==> src/rtl/cache_pkg.sv <==
// Shared types and constants for the direct-mapped write-through cache controller.
// The optional hit/miss counters are enabled by defining CACHE_STATS_EN.
package cache_pkg;

  localparam int unsigned ADDR_W_DEF = 16;
  localparam int unsigned DATA_W_DEF = 16;
  localparam int unsigned LINES_DEF  = 8;
  // Cycles slowmem takes from strobe to mfc.
  localparam int unsigned MEMDELAY   = 4;

  typedef enum logic [2:0] {
    StIdle,
    StResp,
    StMreq,
    StMwait,
    StWreq
  } state_e;

  function automatic int unsigned idx_w(input int unsigned lines);
    return $clog2(lines);
  endfunction

  function automatic int unsigned tag_w(input int unsigned addr_w, input int unsigned lines);
    return addr_w - $clog2(lines);
  endfunction

  localparam int unsigned IDX_W_DEF = idx_w(LINES_DEF);
  localparam int unsigned TAG_W_DEF = tag_w(ADDR_W_DEF, LINES_DEF);

  typedef struct packed {
    logic                 valid;
    logic [TAG_W_DEF-1:0] tag;
    logic [DATA_W_DEF-1:0] data;
  } line_t;

endpackage

==> src/rtl/cache_line_array.sv <==
// Valid/tag/data storage for a direct-mapped cache: combinational lookup, synchronous
// fill (tag+data+valid) or update (data only), and asynchronous invalidate-all on reset.
module cache_line_array #(
  parameter int unsigned TagW  = 13,
  parameter int unsigned DataW = 16,
  parameter int unsigned Lines = 8,
  parameter int unsigned IdxW  = $clog2(Lines)
) (
  input  logic             clk_i,
  input  logic             reset_i,
  input  logic [IdxW-1:0]  rd_idx_i,
  input  logic [TagW-1:0]  rd_tag_i,
  output logic             rd_hit_o,
  output logic [DataW-1:0] rd_data_o,
  input  logic             wr_en_i,
  input  logic             wr_fill_i,
  input  logic [IdxW-1:0]  wr_idx_i,
  input  logic [TagW-1:0]  wr_tag_i,
  input  logic [DataW-1:0] wr_data_i
);

  logic [Lines-1:0] valid_q, valid_d;
  logic [TagW-1:0]  tag_q  [Lines];
  logic [DataW-1:0] data_q [Lines];

  assign rd_hit_o  = valid_q[rd_idx_i] && (tag_q[rd_idx_i] == rd_tag_i);
  assign rd_data_o = data_q[rd_idx_i];

  always_comb begin
    valid_d = valid_q;
    if (wr_en_i && wr_fill_i) valid_d[wr_idx_i] = 1'b1;
  end

  always_ff @(posedge clk_i or posedge reset_i) begin
    if (reset_i) valid_q <= '0;
    else         valid_q <= valid_d;
  end

  // Tag/data need no reset; valid gates every use of them.
  always_ff @(posedge clk_i) begin
    if (wr_en_i) begin
      data_q[wr_idx_i] <= wr_data_i;
      if (wr_fill_i) tag_q[wr_idx_i] <= wr_tag_i;
    end
  end

endmodule

==> src/rtl/cache_ctrl.sv <==
// Direct-mapped write-through cache controller: FSM plus slowmem strobe/rnotw/mfc interface.
// Define CACHE_STATS_EN to add saturating hit_count/miss_count outputs.
module cache_ctrl
  import cache_pkg::*;
#(
  parameter int unsigned ADDR_W = ADDR_W_DEF,
  parameter int unsigned DATA_W = DATA_W_DEF,
  parameter int unsigned LINES  = LINES_DEF
) (
  input  logic              clk,
  input  logic              reset,
  input  logic              cpu_req,
  input  logic              cpu_rnotw,
  input  logic [ADDR_W-1:0] cpu_addr,
  input  logic [DATA_W-1:0] cpu_wdata,
  output logic [DATA_W-1:0] cpu_rdata,
  output logic              cpu_done,
  output logic              cpu_busy,
  output logic              mem_strobe,
  output logic              mem_rnotw,
  output logic [ADDR_W-1:0] mem_addr,
  output logic [DATA_W-1:0] mem_wdata,
  input  logic              mem_mfc,
  input  logic [DATA_W-1:0] mem_rdata
`ifdef CACHE_STATS_EN
  ,
  output logic [15:0]       hit_count,
  output logic [15:0]       miss_count
`endif
);

  localparam int unsigned IDX_W = idx_w(LINES);
  localparam int unsigned TAG_W = tag_w(ADDR_W, LINES);

  state_e            state_q, state_d;
  logic              rnotw_q, rnotw_d;
  logic [ADDR_W-1:0] addr_q, addr_d;
  logic [DATA_W-1:0] wdata_q, wdata_d;
  logic [DATA_W-1:0] rdata_q, rdata_d;

  logic [ADDR_W-1:0] lk_addr;
  logic              lk_hit;
  logic [DATA_W-1:0] lk_data;
  logic              arr_we, arr_fill;
  logic [DATA_W-1:0] arr_wdata;

  // Look up the incoming address while idle, the captured one otherwise.
  assign lk_addr = (state_q == StIdle) ? cpu_addr : addr_q;

  cache_line_array #(
    .TagW  (TAG_W),
    .DataW (DATA_W),
    .Lines (LINES),
    .IdxW  (IDX_W)
  ) u_lines (
    .clk_i     (clk),
    .reset_i   (reset),
    .rd_idx_i  (lk_addr[IDX_W-1:0]),
    .rd_tag_i  (lk_addr[ADDR_W-1:IDX_W]),
    .rd_hit_o  (lk_hit),
    .rd_data_o (lk_data),
    .wr_en_i   (arr_we),
    .wr_fill_i (arr_fill),
    .wr_idx_i  (addr_q[IDX_W-1:0]),
    .wr_tag_i  (addr_q[ADDR_W-1:IDX_W]),
    .wr_data_i (arr_wdata)
  );

  always_comb begin
    state_d   = state_q;
    rnotw_d   = rnotw_q;
    addr_d    = addr_q;
    wdata_d   = wdata_q;
    rdata_d   = rdata_q;
    arr_we    = 1'b0;
    arr_fill  = 1'b0;
    arr_wdata = wdata_q;
    unique case (state_q)
      StIdle: begin
        if (cpu_req) begin
          rnotw_d = cpu_rnotw;
          addr_d  = cpu_addr;
          wdata_d = cpu_wdata;
          if (!cpu_rnotw) begin
            state_d = StWreq;
          end else if (lk_hit) begin
            rdata_d = lk_data;
            state_d = StResp;
          end else begin
            state_d = StMreq;
          end
        end
      end
      StMreq:  state_d = StMwait;
      StMwait: begin
        if (mem_mfc) begin
          arr_we    = 1'b1;
          arr_fill  = 1'b1;
          arr_wdata = mem_rdata;
          rdata_d   = mem_rdata;
          state_d   = StResp;
        end
      end
      StWreq: begin
        // Write-through, no allocate: only refresh data on a hit.
        arr_we  = lk_hit;
        state_d = StResp;
      end
      StResp:  state_d = StIdle;
      default: state_d = StIdle;
    endcase
  end

  always_ff @(posedge clk or posedge reset) begin
    if (reset) begin
      state_q <= StIdle;
      rnotw_q <= 1'b1;
      addr_q  <= '0;
      wdata_q <= '0;
      rdata_q <= '0;
    end else begin
      state_q <= state_d;
      rnotw_q <= rnotw_d;
      addr_q  <= addr_d;
      wdata_q <= wdata_d;
      rdata_q <= rdata_d;
    end
  end

  assign cpu_rdata  = rdata_q;
  assign cpu_done   = (state_q == StResp);
  assign cpu_busy   = (state_q != StIdle);
  assign mem_strobe = (state_q == StMreq) || (state_q == StWreq);
  assign mem_rnotw  = (state_q == StWreq) ? rnotw_q : 1'b1;
  assign mem_addr   = addr_q;
  assign mem_wdata  = wdata_q;

`ifdef CACHE_STATS_EN
  logic [15:0] hit_cnt_q, hit_cnt_d;
  logic [15:0] miss_cnt_q, miss_cnt_d;

  always_comb begin
    hit_cnt_d  = hit_cnt_q;
    miss_cnt_d = miss_cnt_q;
    if (state_q == StIdle && cpu_req && cpu_rnotw) begin
      if (lk_hit) begin
        if (hit_cnt_q != 16'hFFFF) hit_cnt_d = hit_cnt_q + 16'd1;
      end else begin
        if (miss_cnt_q != 16'hFFFF) miss_cnt_d = miss_cnt_q + 16'd1;
      end
    end
  end

  always_ff @(posedge clk or posedge reset) begin
    if (reset) begin
      hit_cnt_q  <= '0;
      miss_cnt_q <= '0;
    end else begin
      hit_cnt_q  <= hit_cnt_d;
      miss_cnt_q <= miss_cnt_d;
    end
  end

  assign hit_count  = hit_cnt_q;
  assign miss_count = miss_cnt_q;
`endif

endmodule

==> config.mk <==
export PLATFORM = sky130hd
export DESIGN_NAME = cache_ctrl
export DESIGN_NICKNAME = d
export VERILOG_FILES = /design/src/rtl/cache_pkg.sv /design/src/rtl/cache_line_array.sv /design/src/rtl/cache_ctrl.sv
export SDC_FILE = /design/constraint.sdc
export NUM_CORES = 1
export LEC_CHECK = 0
export ABC_CLOCK_PERIOD_IN_PS = 15400
export CORE_MARGIN = 10
export CORE_UTILIZATION = 45
export DETAILED_ROUTE_END_ITERATION = 16
export PLACE_DENSITY = 0.68
export SLEW_MARGIN = 20
export SYNTH_ARGS = -nofsm -noshare
export SYNTH_HDL_FRONTEND = slang
export SYNTH_SLANG_ARGS = --single-unit
==> constraint.sdc <==
create_clock -name clk -period 15.4 [get_ports clk]
set_clock_uncertainty 0.05 [all_clocks]
set_input_delay 1.54 -clock clk [delete_from_list [all_inputs] [get_ports clk]]
set_output_delay 1.54 -clock clk [all_outputs]
set_load 0.02 [all_outputs]
==> results.ini, run 1 <==
[worst_setup_path]
critical_path.cell_chain=clkdlybuf4s50_1 -> buf_4 -> nor4b_4 -> a21o_2 -> buf_4 -> nand2_1 -> a311oi_2 -> xnor2_1 -> nor4_1 -> nor4b_2 -> o2111ai_2 -> o31ai_4 -> mux2_2
startpoint=cpu_addr[0]
timing.critical_path.fanout_max=73
crit_path_start_kind=input pin
worst_path_max_delay_cell=sky130_fd_sc_hd__o31ai_4
ff2ff_path_depth=11
critical_path.endpoint_type=register
rrSetupSlack_ps=10200
slowest_delay_ps=920
timing.rr.start=state_q[1]$_DFFE_PP0P_
crit_type=in -> reg
regToRegEndpoint=cpu_rdata[2]$_DFFE_PP0P_
cp_data_arrival_time_ps=6690
critical_path.most_common_cell=sky130_fd_sc_hd__buf_4
critPathRequiredTime_ps=15790

[synth]
async_reset_ff_share_pct=20.5
avgSynthCellArea_um2=12.8
synthesized_area_fraction_occupied_by_ao_oa_aoi_and_oai_cells_pct=4.06
yosys.cell_types.count=58
dominantRegCellSynth=sky130_fd_sc_hd__edfxtp_1
synthXorXnorAreaFrac_pct=1.02
yosys_synthesis_warning_count=0
synth-simple-area-share_pct=16.0
ys_seq_area_share_pct=65.8
synthTopCellsByArea=sky130_fd_sc_hd__edfxtp_1, sky130_fd_sc_hd__dfrtp_1, sky130_fd_sc_hd__nand2_1
synth-edff-count=232
synth_adder_area_share_pct=0
synthesis.nets=1057
synth.area.mux_share_pct=10.6
yosys_register_bits=292
synth_top_family_by_area=simple AND/OR/NAND/NOR gates
synth_top_cell_area_share_pct=54.2
syn_area_mm2=0.0129
synth.largest_area_cell=sky130_fd_sc_hd__edfxtp_1
netlist_instances=1004

[pwr]
power.share.combinational_pct=41.2
power.switching_fraction_pct=38.6
ir_drop_v=0.000145
total_leakage_power_nw=5.65
seqPwrFrac_pct=36.2
clkPwrFrac_pct=22.6
p_sw_w=0.00123
cellPowerDensity_mw_per_mm2=206
internal_power_w=0.00195

[clocking]
hold_buf_cts=0
cts_max_path_buffers=3
post_cts_buffers=0
clockRootBuffer=sky130_fd_sc_hd__clkbuf_16
cts.clk_slew.worst_paths_ps=60
cts_tree=yes
post_cts_resize_count=0
clock_latency_ps=560
tritoncts_num_sinks=292
cts_max_level=1
cts_made_buffers=29

[layout]
area_growth_pct=19.6
final.fill_count=2281
final_util_pct=54.9
ff_latch_area_mm2=0.00847
insertedDiodeCount=0
design.final.nets=1155
post_route_cells_drive_above_1_share_pct=14.9
finalNonFillerCells=1503
area_of_the_multi_input_gates_mm2=0.00418

[die]
std_cell_rows=61
die_height_um=189
die_area_mm2=0.0357
initial_standard_cell_utilization_of_the_core_pct=45.9
core_area_mm2=0.0280
boundaryPins=105
floorplan.die.width_um=189

[timing]
grt_setup_unrepaired=false
slew_headroom_pct=29.2
achievable-frequency_mhz=159
hold_viol=0
tns_ps=0
finalWorstPathRequiredPeriod_ps=6300
setup_viol=0
timing_max_transition_violations_final=0
max_slew.worst_pin.slew_ps=1060
layout_worst_path_cycle_share_pct=40.9

[min_path]
hp-class=reg -> reg
min-delay-start=rnotw_q$_DFFE_PP1P_
hold_depth=2
min_to=rnotw_q$_DFFE_PP1P_

[global_routing]
grt_use_total_pct=18.2
first_global_vias=8606
maximum_number_of_pins_on_one_net_before_global_route_repair=74
grt.overflow.total=0
grt_first_pass_wirelength_mm=51.6
grt_antenna_before_repair=0

[placement]
gp_congestion=0.808
place.detailed.hpwl_mm=20.4
io_buffer_count=104
placedCellCount=1449

[routing]
drc_errors=0
routed_wirelength_mm=32.9
antenna_left=0
route.vias.total=8445
detail_route.first_pass.iterations=6
dr.first_iter.drc_count=853
avgViaCountPerCell=5.62
avgRoutedWirePerCell_um=21.9

[run_status]
outcome=finished clean

[run]
cap_violations=0

-- logic make-up after synthesis --
group           count (synthesis)
simple gates                  457
flops                         292
mux                            94
buf+inv                        74
compound gates                 72
xor+xnor                       15
-- Yosys cell counts, types with 2 or more instances --
master / number
sky130_fd_sc_hd__a32oi_1: 2
sky130_fd_sc_hd__nand4b_1: 3
sky130_fd_sc_hd__nor3_1: 9
sky130_fd_sc_hd__mux4_2: 30
sky130_fd_sc_hd__nand3b_1: 2
sky130_fd_sc_hd__nand2b_1: 6
sky130_fd_sc_hd__buf_4: 4
sky130_fd_sc_hd__xor2_1: 9
sky130_fd_sc_hd__and3_1: 2
sky130_fd_sc_hd__o21ai_0: 7
sky130_fd_sc_hd__buf_2: 12
sky130_fd_sc_hd__o221ai_1: 4
sky130_fd_sc_hd__mux2_1: 10
sky130_fd_sc_hd__mux2i_1: 28
sky130_fd_sc_hd__or2_2: 10
sky130_fd_sc_hd__mux2_2: 26
sky130_fd_sc_hd__nand2_1: 256
sky130_fd_sc_hd__nor4_1: 5
sky130_fd_sc_hd__dfrtp_1: 59
sky130_fd_sc_hd__nor2_1: 36
sky130_fd_sc_hd__nand4_1: 3
sky130_fd_sc_hd__xnor2_1: 6
sky130_fd_sc_hd__a22oi_1: 4
sky130_fd_sc_hd__buf_1: 9
sky130_fd_sc_hd__a21oi_1: 7
sky130_fd_sc_hd__nor2b_1: 4
sky130_fd_sc_hd__edfxtp_1: 232
sky130_fd_sc_hd__o22ai_1: 6
sky130_fd_sc_hd__nor4b_1: 3
sky130_fd_sc_hd__a22o_1: 4
sky130_fd_sc_hd__clkbuf_1: 37
sky130_fd_sc_hd__o2111ai_1: 2
sky130_fd_sc_hd__a211oi_1: 5
sky130_fd_sc_hd__buf_6: 2
sky130_fd_sc_hd__o31ai_1: 3
sky130_fd_sc_hd__nand3_1: 103
sky130_fd_sc_hd__a31oi_1: 19
sky130_fd_sc_hd__nor3b_1: 7
sky130_fd_sc_hd__inv_1: 8
sky130_fd_sc_hd__a21o_1: 2
-- sequential cells by signal, indices dropped and copies added, names as in the netlist --
register         cells
mem_wdata           16
cpu_rdata           16
u_lines.valid_q      8
rnotw_q              1
mem_addr            16
state_q              3
u_lines.data_q     128
u_lines.tag_q      104
-- routing by layer --
metal / vias up / GRT usage [%] / routed length, um
met2: 259 / 29.7 / 15900
met1: 4263 / 24.9 / 14400
met3: 48 / 2.43 / 1840
li1: 3875 / - / -
met4: 0 / 5.80 / 754
met5: - / 0 / 0
-- layout by cell type (no fill, tap or decap), types with 7 or more instances in the layout --
cell type,n
sky130_fd_sc_hd__inv_1,7
sky130_fd_sc_hd__nand3_1,103
sky130_fd_sc_hd__a31oi_1,19
sky130_fd_sc_hd__mux2_2,26
sky130_fd_sc_hd__clkdlybuf4s50_1,104
sky130_fd_sc_hd__nor2_1,34
sky130_fd_sc_hd__mux4_2,30
sky130_fd_sc_hd__o21ai_0,7
sky130_fd_sc_hd__or2_2,10
sky130_fd_sc_hd__dfrtp_1,59
sky130_fd_sc_hd__edfxtp_1,232
sky130_fd_sc_hd__xor2_1,9
sky130_fd_sc_hd__nand2_1,256
sky130_fd_sc_hd__buf_4,28
sky130_fd_sc_hd__mux2_1,10
sky130_fd_sc_hd__clkbuf_16,29
sky130_fd_sc_hd__mux2i_1,28
-- power groups by stage --
stage | clock network [W] | registers (W) | logic (W)
3_5_place_dp | 0 | 0.00117 | 0.00131
5_1_grt | 0.000764 | 0.00117 | 0.00143
2_1_floorplan | 0 | 0.00120 | 0.000800
3_3_place_gp | 0 | 0.00116 | 0.00129
6_report | 0.000718 | 0.00115 | 0.00131
4_1_cts | 0.000726 | 0.00115 | 0.00132
-- layout make-up --
type / count / area share [%]
multi-input cells: 638 / 27.2
inverters: 9 / 0.220
flip-flops and latches: 292 / 55.1
clock inverters: 22 / 1.49
repair buffers: 132 / 8.13
clock buffers: 32 / 4.86
well taps: 378 / 3.07
-- critical path, delay by kind of cell --
kind | cells | cell delay [ps]
simple gates | 4 | 1460
buf+inv | 3 | 1410
compound gates | 4 | 1690
mux | 1 | 420
xor+xnor | 1 | 130
-- stage by stage --
step	hold slack, ps	power (W)	area, um2	worst slack, ps
floorplan	390	0.00200	12900	9200
global placement	404	0.00245	14400	8620
detailed placement	408	0.00248	14400	8500
CTS	428	0.00319	15400	9070
global route	455	0.00336	15400	8720
finish	426	0.00317	15400	9100
-- worst max-delay path by stage --
stage | end | cells past startpoint
finish | cpu_rdata[2]$_DFFE_PP0P_ | 13
global route | cpu_rdata[2]$_DFFE_PP0P_ | 13
CTS | cpu_rdata[1]$_DFFE_PP0P_ | 13
detailed placement | cpu_rdata[13]$_DFFE_PP0P_ | 13
global placement | cpu_rdata[2]$_DFFE_PP0P_ | 13
floorplan | u_lines.data_q[4][0]$_DFFE_PP_ | 11
(Power assumes the default switching activity.)
==> inputs of run 2 (changes only) <==
--- a/config.mk
+++ b/config.mk
@@ -5,7 +5,7 @@
 export SDC_FILE = /design/constraint.sdc
 export NUM_CORES = 1
 export LEC_CHECK = 0
-export ABC_CLOCK_PERIOD_IN_PS = 15400
+export ABC_CLOCK_PERIOD_IN_PS = 6300
 export CORE_MARGIN = 10
 export CORE_UTILIZATION = 45
 export DETAILED_ROUTE_END_ITERATION = 16
==> constraint.sdc (replaced) <==
create_clock -name clk -period 6.3 [get_ports clk]
set_clock_uncertainty 0.05 [all_clocks]
set_input_delay 0.63 -clock clk [delete_from_list [all_inputs] [get_ports clk]]
set_output_delay 0.63 -clock clk [all_outputs]
set_load 0.02 [all_outputs]
==> run 2 against run 1 <==
Cell count grew 0.73%. Core utilization grew 0.11 points. Cell area increased by 0.20%. Clock power is 140% higher. Via count rose by 1.9%. Sequential power rose by 150%. Total power grew 150%. Combinational power increased to 2.5 times the previous value. Global-route usage is 1.3 points higher. Largest power group unchanged. Register-to-register slack worse by 9000 ps.
==> results.ini, run 2 (synthesized netlist as in run 1, its figures left out) <==
[pwr]
total_leakage_power_nw=5.67  ; +0.39%
cellPowerDensity_mw_per_mm2=513  ; +150%
clkPwrFrac_pct=22.1  ; -0.5 points
ir_drop_v=0.000244  ; +68%
power.total_w=0.00790  ; +150%
internal_power_w=0.00476  ; +140%
power.share.combinational_pct=41.8  ; +0.6 points
power.switching_fraction_pct=39.7  ; +1.1 points
p_sw_w=0.00314  ; +160%
seqPwrFrac_pct=36.1  ; about the same

[die]
die_area_mm2=0.0357  ; unchanged
boundaryPins=105  ; unchanged
initial_standard_cell_utilization_of_the_core_pct=45.9  ; unchanged
core_area_mm2=0.0280  ; unchanged
die_height_um=189  ; unchanged
std_cell_rows=61  ; unchanged
floorplan.die.width_um=189  ; unchanged

[worst_setup_path]
timing.critical_path.fanout_max=21  ; -71%
rrSetupSlack_ps=1190  ; -9010 ps
ff2ff_path_depth=13  ; +2
slowest_delay_ps=720  ; -200 ps
crit_path_start_kind=register
critPathRequiredTime_ps=6530  ; -9260 ps
timing.rr.start=state_q[1]$_DFFE_PP0P_
worst_path_max_delay_cell=sky130_fd_sc_hd__dfrtp_1
regToRegEndpoint=u_lines.data_q[5][13]$_DFFE_PP_
critical_path.endpoint_type=register
crit_type=reg -> reg
cpLargestDelayFamily=compound AO/OA/AOI/OAI gates
critical_path.cell_chain=nor3_4 -> inv_2 -> buf_4 -> a21o_1 -> nor2_1 -> a22oi_1 -> o211ai_1 -> xor2_1 -> nor4_1 -> o2111ai_2 -> o21a_1 -> nor3b_2 -> buf_4
cp_data_arrival_time_ps=5330  ; -1360 ps
critical_path.most_common_cell=sky130_fd_sc_hd__buf_4
path_buf_inv=3  ; unchanged

[clocking]
cts_max_level=1  ; unchanged
hold_buf_cts=0  ; unchanged
post_cts_resize_count=0  ; unchanged
clockRootBuffer=sky130_fd_sc_hd__clkbuf_16
post_cts_buffers=0  ; unchanged
cts_max_path_buffers=3  ; unchanged
cts_tree=yes
clock_latency_ps=580  ; +20 ps
tritoncts_num_sinks=292  ; unchanged
cts_made_buffers=31  ; +6.9%
cts.clk_slew.worst_paths_ps=60  ; about the same

[timing]
layout_worst_path_cycle_share_pct=81.1
timing_max_transition_violations_final=0  ; unchanged
finalWorstPathRequiredPeriod_ps=5110
final_setup_margin_ps=1190  ; -7900 ps
slew_headroom_pct=31.1  ; +1.9 points
max_slew.worst_pin.slew_ps=1030  ; -29.5 ps
achievable-frequency_mhz=196
fin_hold_ws_ps=442  ; +15.8 ps
grt_setup_unrepaired=false
setup_viol=0  ; unchanged
tns_ps=0  ; unchanged
hold_viol=0  ; unchanged

[routing]
dr.first_iter.drc_count=1102  ; +29%
avgViaCountPerCell=5.69  ; +1.2%
detail_route.first_pass.iterations=5  ; -1
drc_errors=0  ; unchanged
avgRoutedWirePerCell_um=23.6  ; +7.7%
antenna_left=0  ; unchanged
route.vias.total=8609  ; +1.9%
routed_wirelength_mm=35.7  ; +8.5%

[layout]
insertedDiodeCount=0  ; unchanged
layout_top_registers=u_lines.data_q (128), u_lines.tag_q (104)
design.final.nets=1164  ; +0.78%
number_of_flip_flops_under_the_largest_register_name=128  ; unchanged
post_route_cells_drive_above_1_share_pct=14.5  ; -0.41 points
final_common_cell=sky130_fd_sc_hd__nand2_1
area_growth_pct=19.8
layout.cells.most_common_list=sky130_fd_sc_hd__nand2_1, sky130_fd_sc_hd__edfxtp_1, sky130_fd_sc_hd__clkdlybuf4s50_1, sky130_fd_sc_hd__nand3_1, sky130_fd_sc_hd__dfrtp_1
registers.top_by_ff_count=u_lines.data_q

[run]
cap_violations=0  ; unchanged

[placement]
gp_congestion=0.845  ; +4.7%
place.detailed.hpwl_mm=23.2  ; +13%
pre_cts_slack_ps=915  ; -7580 ps
io_buffer_count=104  ; unchanged

[global_routing]
grt_use_total_pct=19.5  ; +1.3 points
maximum_number_of_pins_on_one_net_before_global_route_repair=65  ; -12%
grt_first_pass_wirelength_mm=54.1  ; +4.8%
first_global_vias=8411  ; -2.3%
grt.overflow.total=0  ; unchanged
grt_antenna_before_repair=0  ; unchanged

[min_path]
hp-class=reg -> reg
min-delay-start=cpu_rdata[5]$_DFFE_PP0P_
min_to=cpu_rdata[5]$_DFFE_PP0P_
hold_depth=1  ; -1

[run_status]
outcome=finished clean

==> run 2: changes by cell type in the layout (fill, tap and decap cells not counted), moves of 3 or more <==
cell / previous run / this run
sky130_fd_sc_hd__clkbuf_1: 2 / 13
sky130_fd_sc_hd__buf_4: 28 / 35
sky130_fd_sc_hd__clkinv_1: 5 / 8
sky130_fd_sc_hd__clkinvlp_4: 4 / 1
sky130_fd_sc_hd__clkinv_2: 5 / 1
==> run 2: how the worst max path moves through the flow <==
stage,endpoint,slack [ps],cells past startpoint,start
after global routing,u_lines.data_q[5][7]$_DFFE_PP_,920,13,state_q[2]$_DFFE_PP0P_
after floorplan,u_lines.data_q[4][0]$_DFFE_PP_,1010,11,cpu_addr[0]
after CTS,u_lines.data_q[5][7]$_DFFE_PP_,1250,13,state_q[2]$_DFFE_PP0P_
after global placement,u_lines.data_q[5][8]$_DFFE_PP_,1060,13,cpu_addr[1]
final,u_lines.data_q[5][13]$_DFFE_PP_,1190,13,state_q[1]$_DFFE_PP0P_
after detailed placement,u_lines.data_q[5][8]$_DFFE_PP_,920,13,cpu_addr[1]
==> run 2: final cells by class <==
type	instances	area [um2]
clock buffers	45	838
repair buffers	139	1300
multi-input cells	638	4170
fillers	2287	12600
inverters	9	33.8
well taps	378	473
clock inverters	13	123
flip-flops and latches	292	8470
==> run 2: layer usage <==
metal | vias to the layer above | global-route usage, % | wire, um
li1 | 3889 | - | -
met1 | 4300 | 28.8 | 15800
met2 | 375 | 29.8 | 16400
met3 | 45 | 3.00 | 2980
met4 | 0 | 4.30 | 539
met5 | - | 0 | 0
==> run 2: stage by stage <==
step	cells	cell area [um2]	utilization, %
after floorplan	1004	12900	-
after global placement	1456	14500	51.6
after detailed placement	1456	14500	51.6
after CTS	1514	15400	55.0
after global routing	1514	15400	55.0
final	1514	15400	55.0
==> run 2: power groups by stage <==
stage	clock (W)	combinational, W	sequential, W
floorplan	0	0.00196	0.00292
global placement	0	0.00326	0.00287
detailed placement	0	0.00329	0.00289
CTS	0.00176	0.00330	0.00285
global route	0.00185	0.00356	0.00289
finish	0.00174	0.00330	0.00285
==> inputs of run 3 (changes only) <==
--- a/config.mk
+++ b/config.mk
@@ -5,7 +5,7 @@
 export SDC_FILE = /design/constraint.sdc
 export NUM_CORES = 1
 export LEC_CHECK = 0
-export ABC_CLOCK_PERIOD_IN_PS = 6300
+export ABC_CLOCK_PERIOD_IN_PS = 4950
 export CORE_MARGIN = 10
 export CORE_UTILIZATION = 45
 export DETAILED_ROUTE_END_ITERATION = 16
==> constraint.sdc (replaced) <==
create_clock -name clk -period 4.95 [get_ports clk]
set_clock_uncertainty 0.05 [all_clocks]
set_input_delay 0.495 -clock clk [delete_from_list [all_inputs] [get_ports clk]]
set_output_delay 0.495 -clock clk [all_outputs]
set_load 0.02 [all_outputs]
==> run 3 against run 2 <==
Non-clock buffer count grew 11. Fmax grew 15%. Hold slack lost 110 ps. Sequential share of layout area shrank 0.39 points. Via count shrank 0.84%. Combinational power grew 25%. Register-to-register slack lost 670 ps. Worst setup slack lost 670 ps. Cell area grew 0.71%. Cell count grew 0.33%. Clock power grew 29%. Largest power group unchanged.
==> results.ini, run 3 (synthesized netlist as in run 1, its figures left out) <==
[pwr]
power.total_w=0.00996  ; +26%
ir_drop_v=0.000340  ; +39%
total_leakage_power_nw=5.74  ; +1.2%
cellPowerDensity_mw_per_mm2=642  ; +25%

[global_routing]
first_global_vias=8483  ; +0.86%
grt_use_total_pct=18.2  ; -1.3 points
grt.overflow.total=0  ; unchanged
grt_first_pass_wirelength_mm=51.5  ; -4.7%
grt_antenna_before_repair=1  ; +1
maximum_number_of_pins_on_one_net_before_global_route_repair=65  ; unchanged

[clocking]
cts_max_level=1  ; unchanged
cts_made_buffers=29  ; -6.5%
cts.clk_slew.worst_paths_ps=60  ; about the same
hold_buf_cts=0  ; unchanged
post_cts_resize_count=0  ; unchanged
clockRootBuffer=sky130_fd_sc_hd__clkbuf_16
cts_tree=yes
cts_max_path_buffers=3  ; unchanged
clock_latency_ps=540  ; -40 ps
post_cts_buffers=0  ; unchanged
tritoncts_num_sinks=292  ; unchanged

[worst_setup_path]
rrSetupSlack_ps=530  ; -670 ps
critPathRequiredTime_ps=5120  ; -1410 ps
path_buf_inv=1  ; -2
critical_path.most_common_cell=sky130_fd_sc_hd__a21oi_1
cp_data_arrival_time_ps=4590  ; -740 ps
critical_path.cell_chain=o31ai_1 -> and2_0 -> o221ai_1 -> a21oi_1 -> a21oi_1 -> nor4_1 -> nor4b_2 -> o2111ai_2 -> o21a_1 -> nor4b_4 -> buf_4
cpLargestDelayFamily=compound AO/OA/AOI/OAI gates
timing.critical_path.fanout_max=16  ; -24%
worst_path_max_delay_cell=sky130_fd_sc_hd__and2_0
crit_path_start_kind=register
crit_type=reg -> reg
critical_path.endpoint_type=register
slowest_delay_ps=630  ; -90 ps

[placement]
place.detailed.hpwl_mm=21.6  ; -6.6%
io_buffer_count=104  ; unchanged
post_dp_cell_area_mm2=0.0145  ; +0.66%
gp_congestion=0.865  ; +2.4%
placedCellCount=1467  ; +0.76%

[timing]
hold_viol=0  ; unchanged
layout_worst_path_cycle_share_pct=89.3  ; +8.3 points
timing_max_transition_violations_final=0  ; unchanged
tns_ps=0  ; unchanged
achievable-frequency_mhz=226  ; +15%
max_slew.worst_pin.slew_ps=1040  ; +11.7 ps
finalWorstPathRequiredPeriod_ps=4420  ; -685 ps
slew_headroom_pct=30.2  ; -0.93 points
grt_setup_unrepaired=false
setup_viol=0  ; unchanged

[routing]
route.vias.total=8537  ; -0.84%
drc_errors=0  ; unchanged
detail_route.first_pass.iterations=6  ; +1
routed_wirelength_mm=33.3  ; -6.7%
antenna_left=0  ; unchanged
avgViaCountPerCell=5.62  ; -1.2%
dr.first_iter.drc_count=782  ; -29%
avgRoutedWirePerCell_um=21.9  ; -7.0%

[layout]
registers.top_by_ff_count=u_lines.data_q
post_route_cells_drive_above_1_share_pct=15.6  ; +1.1 points
final_common_cell=sky130_fd_sc_hd__nand2_1
area_growth_pct=20.7
layout.cells.most_common_list=sky130_fd_sc_hd__nand2_1, sky130_fd_sc_hd__edfxtp_1, sky130_fd_sc_hd__clkdlybuf4s50_1, sky130_fd_sc_hd__nand3_1, sky130_fd_sc_hd__dfrtp_1
design.final.nets=1173  ; +0.77%
layout_top_registers=u_lines.data_q (128), u_lines.tag_q (104)
insertedDiodeCount=0  ; unchanged
finalInstanceArea_mm2=0.0155  ; +0.71%
finalNonFillerCells=1519  ; +0.33%
final.fill_count=2260  ; -1.2%
final_util_pct=55.4  ; +0.39 points
number_of_flip_flops_under_the_largest_register_name=128  ; unchanged

[die]
die_height_um=189  ; unchanged
std_cell_rows=61  ; unchanged
floorplan.die.width_um=189  ; unchanged
die_area_mm2=0.0357  ; unchanged
boundaryPins=105  ; unchanged
core_area_mm2=0.0280  ; unchanged
initial_standard_cell_utilization_of_the_core_pct=45.9  ; unchanged

[min_path]
hp-class=in -> async

[run]
cap_violations=0  ; unchanged

[run_status]
outcome=finished clean

## run 3: cell types whose count changed in the layout (fill, tap and decap cells not counted), moves of 3 or more
cell	change
sky130_fd_sc_hd__buf_4	+11
sky130_fd_sc_hd__bufinv_16	+3
sky130_fd_sc_hd__clkbuf_1	-7
sky130_fd_sc_hd__clkinv_1	-3
## run 3: power breakdown
| part | internal, W | switching, W | total, W | leakage [nW] |
|---|---|---|---|---|
| logic | 0.00159 | 0.00255 | 0.00414 | 2.42 |
| clock network | 0.00136 | 0.000891 | 0.00225 | 0.469 |
| registers | 0.00324 | 0.000338 | 0.00357 | 2.85 |
## run 3: cell type report
class	count	area (um2)	share of cell area [%]
Sequential cell	292	8470	54.6
Tap cell	378	473	3.05
Timing Repair Buffer	150	1390	8.93
Clock buffer	37	776	5.00
Inverter	9	33.8	0.218
Clock inverter	15	199	1.28
Multi-Input combinational cell	638	4190	27.0
## run 3: final timing paths
path / startpoint / to / cells past startpoint
worst max-delay path: state_q[0]$_DFFE_PP0P_ / u_lines.data_q[4][12]$_DFFE_PP_ / 11
worst min-delay path: reset / mem_wdata[15]$_DFFE_PP0P_ / 2
worst max register to register: state_q[0]$_DFFE_PP0P_ / u_lines.data_q[4][12]$_DFFE_PP_ / 11
worst min register to register: u_lines.valid_q[3]$_DFFE_PP0P_ / u_lines.valid_q[3]$_DFFE_PP0P_ / 1
max in group asynchronous: reset / rnotw_q$_DFFE_PP1P_ / 3
min in group clk: u_lines.valid_q[3]$_DFFE_PP0P_ / u_lines.valid_q[3]$_DFFE_PP0P_ / 1
## run 3: per-layer routing
layer	part of all wire (%)	GRT usage (%)
met5	0	0
met4	1.7	4.21
met3	6.9	2.59
met2	48	29.2
met1	44	25.7
## run 3: per-stage QoR
stage,worst slack (ps),hold WS [ps]
after global placement,374,401
after CTS,575,350
final,529,336
after global routing,236,396
after detailed placement,317,403
after floorplan,171,390
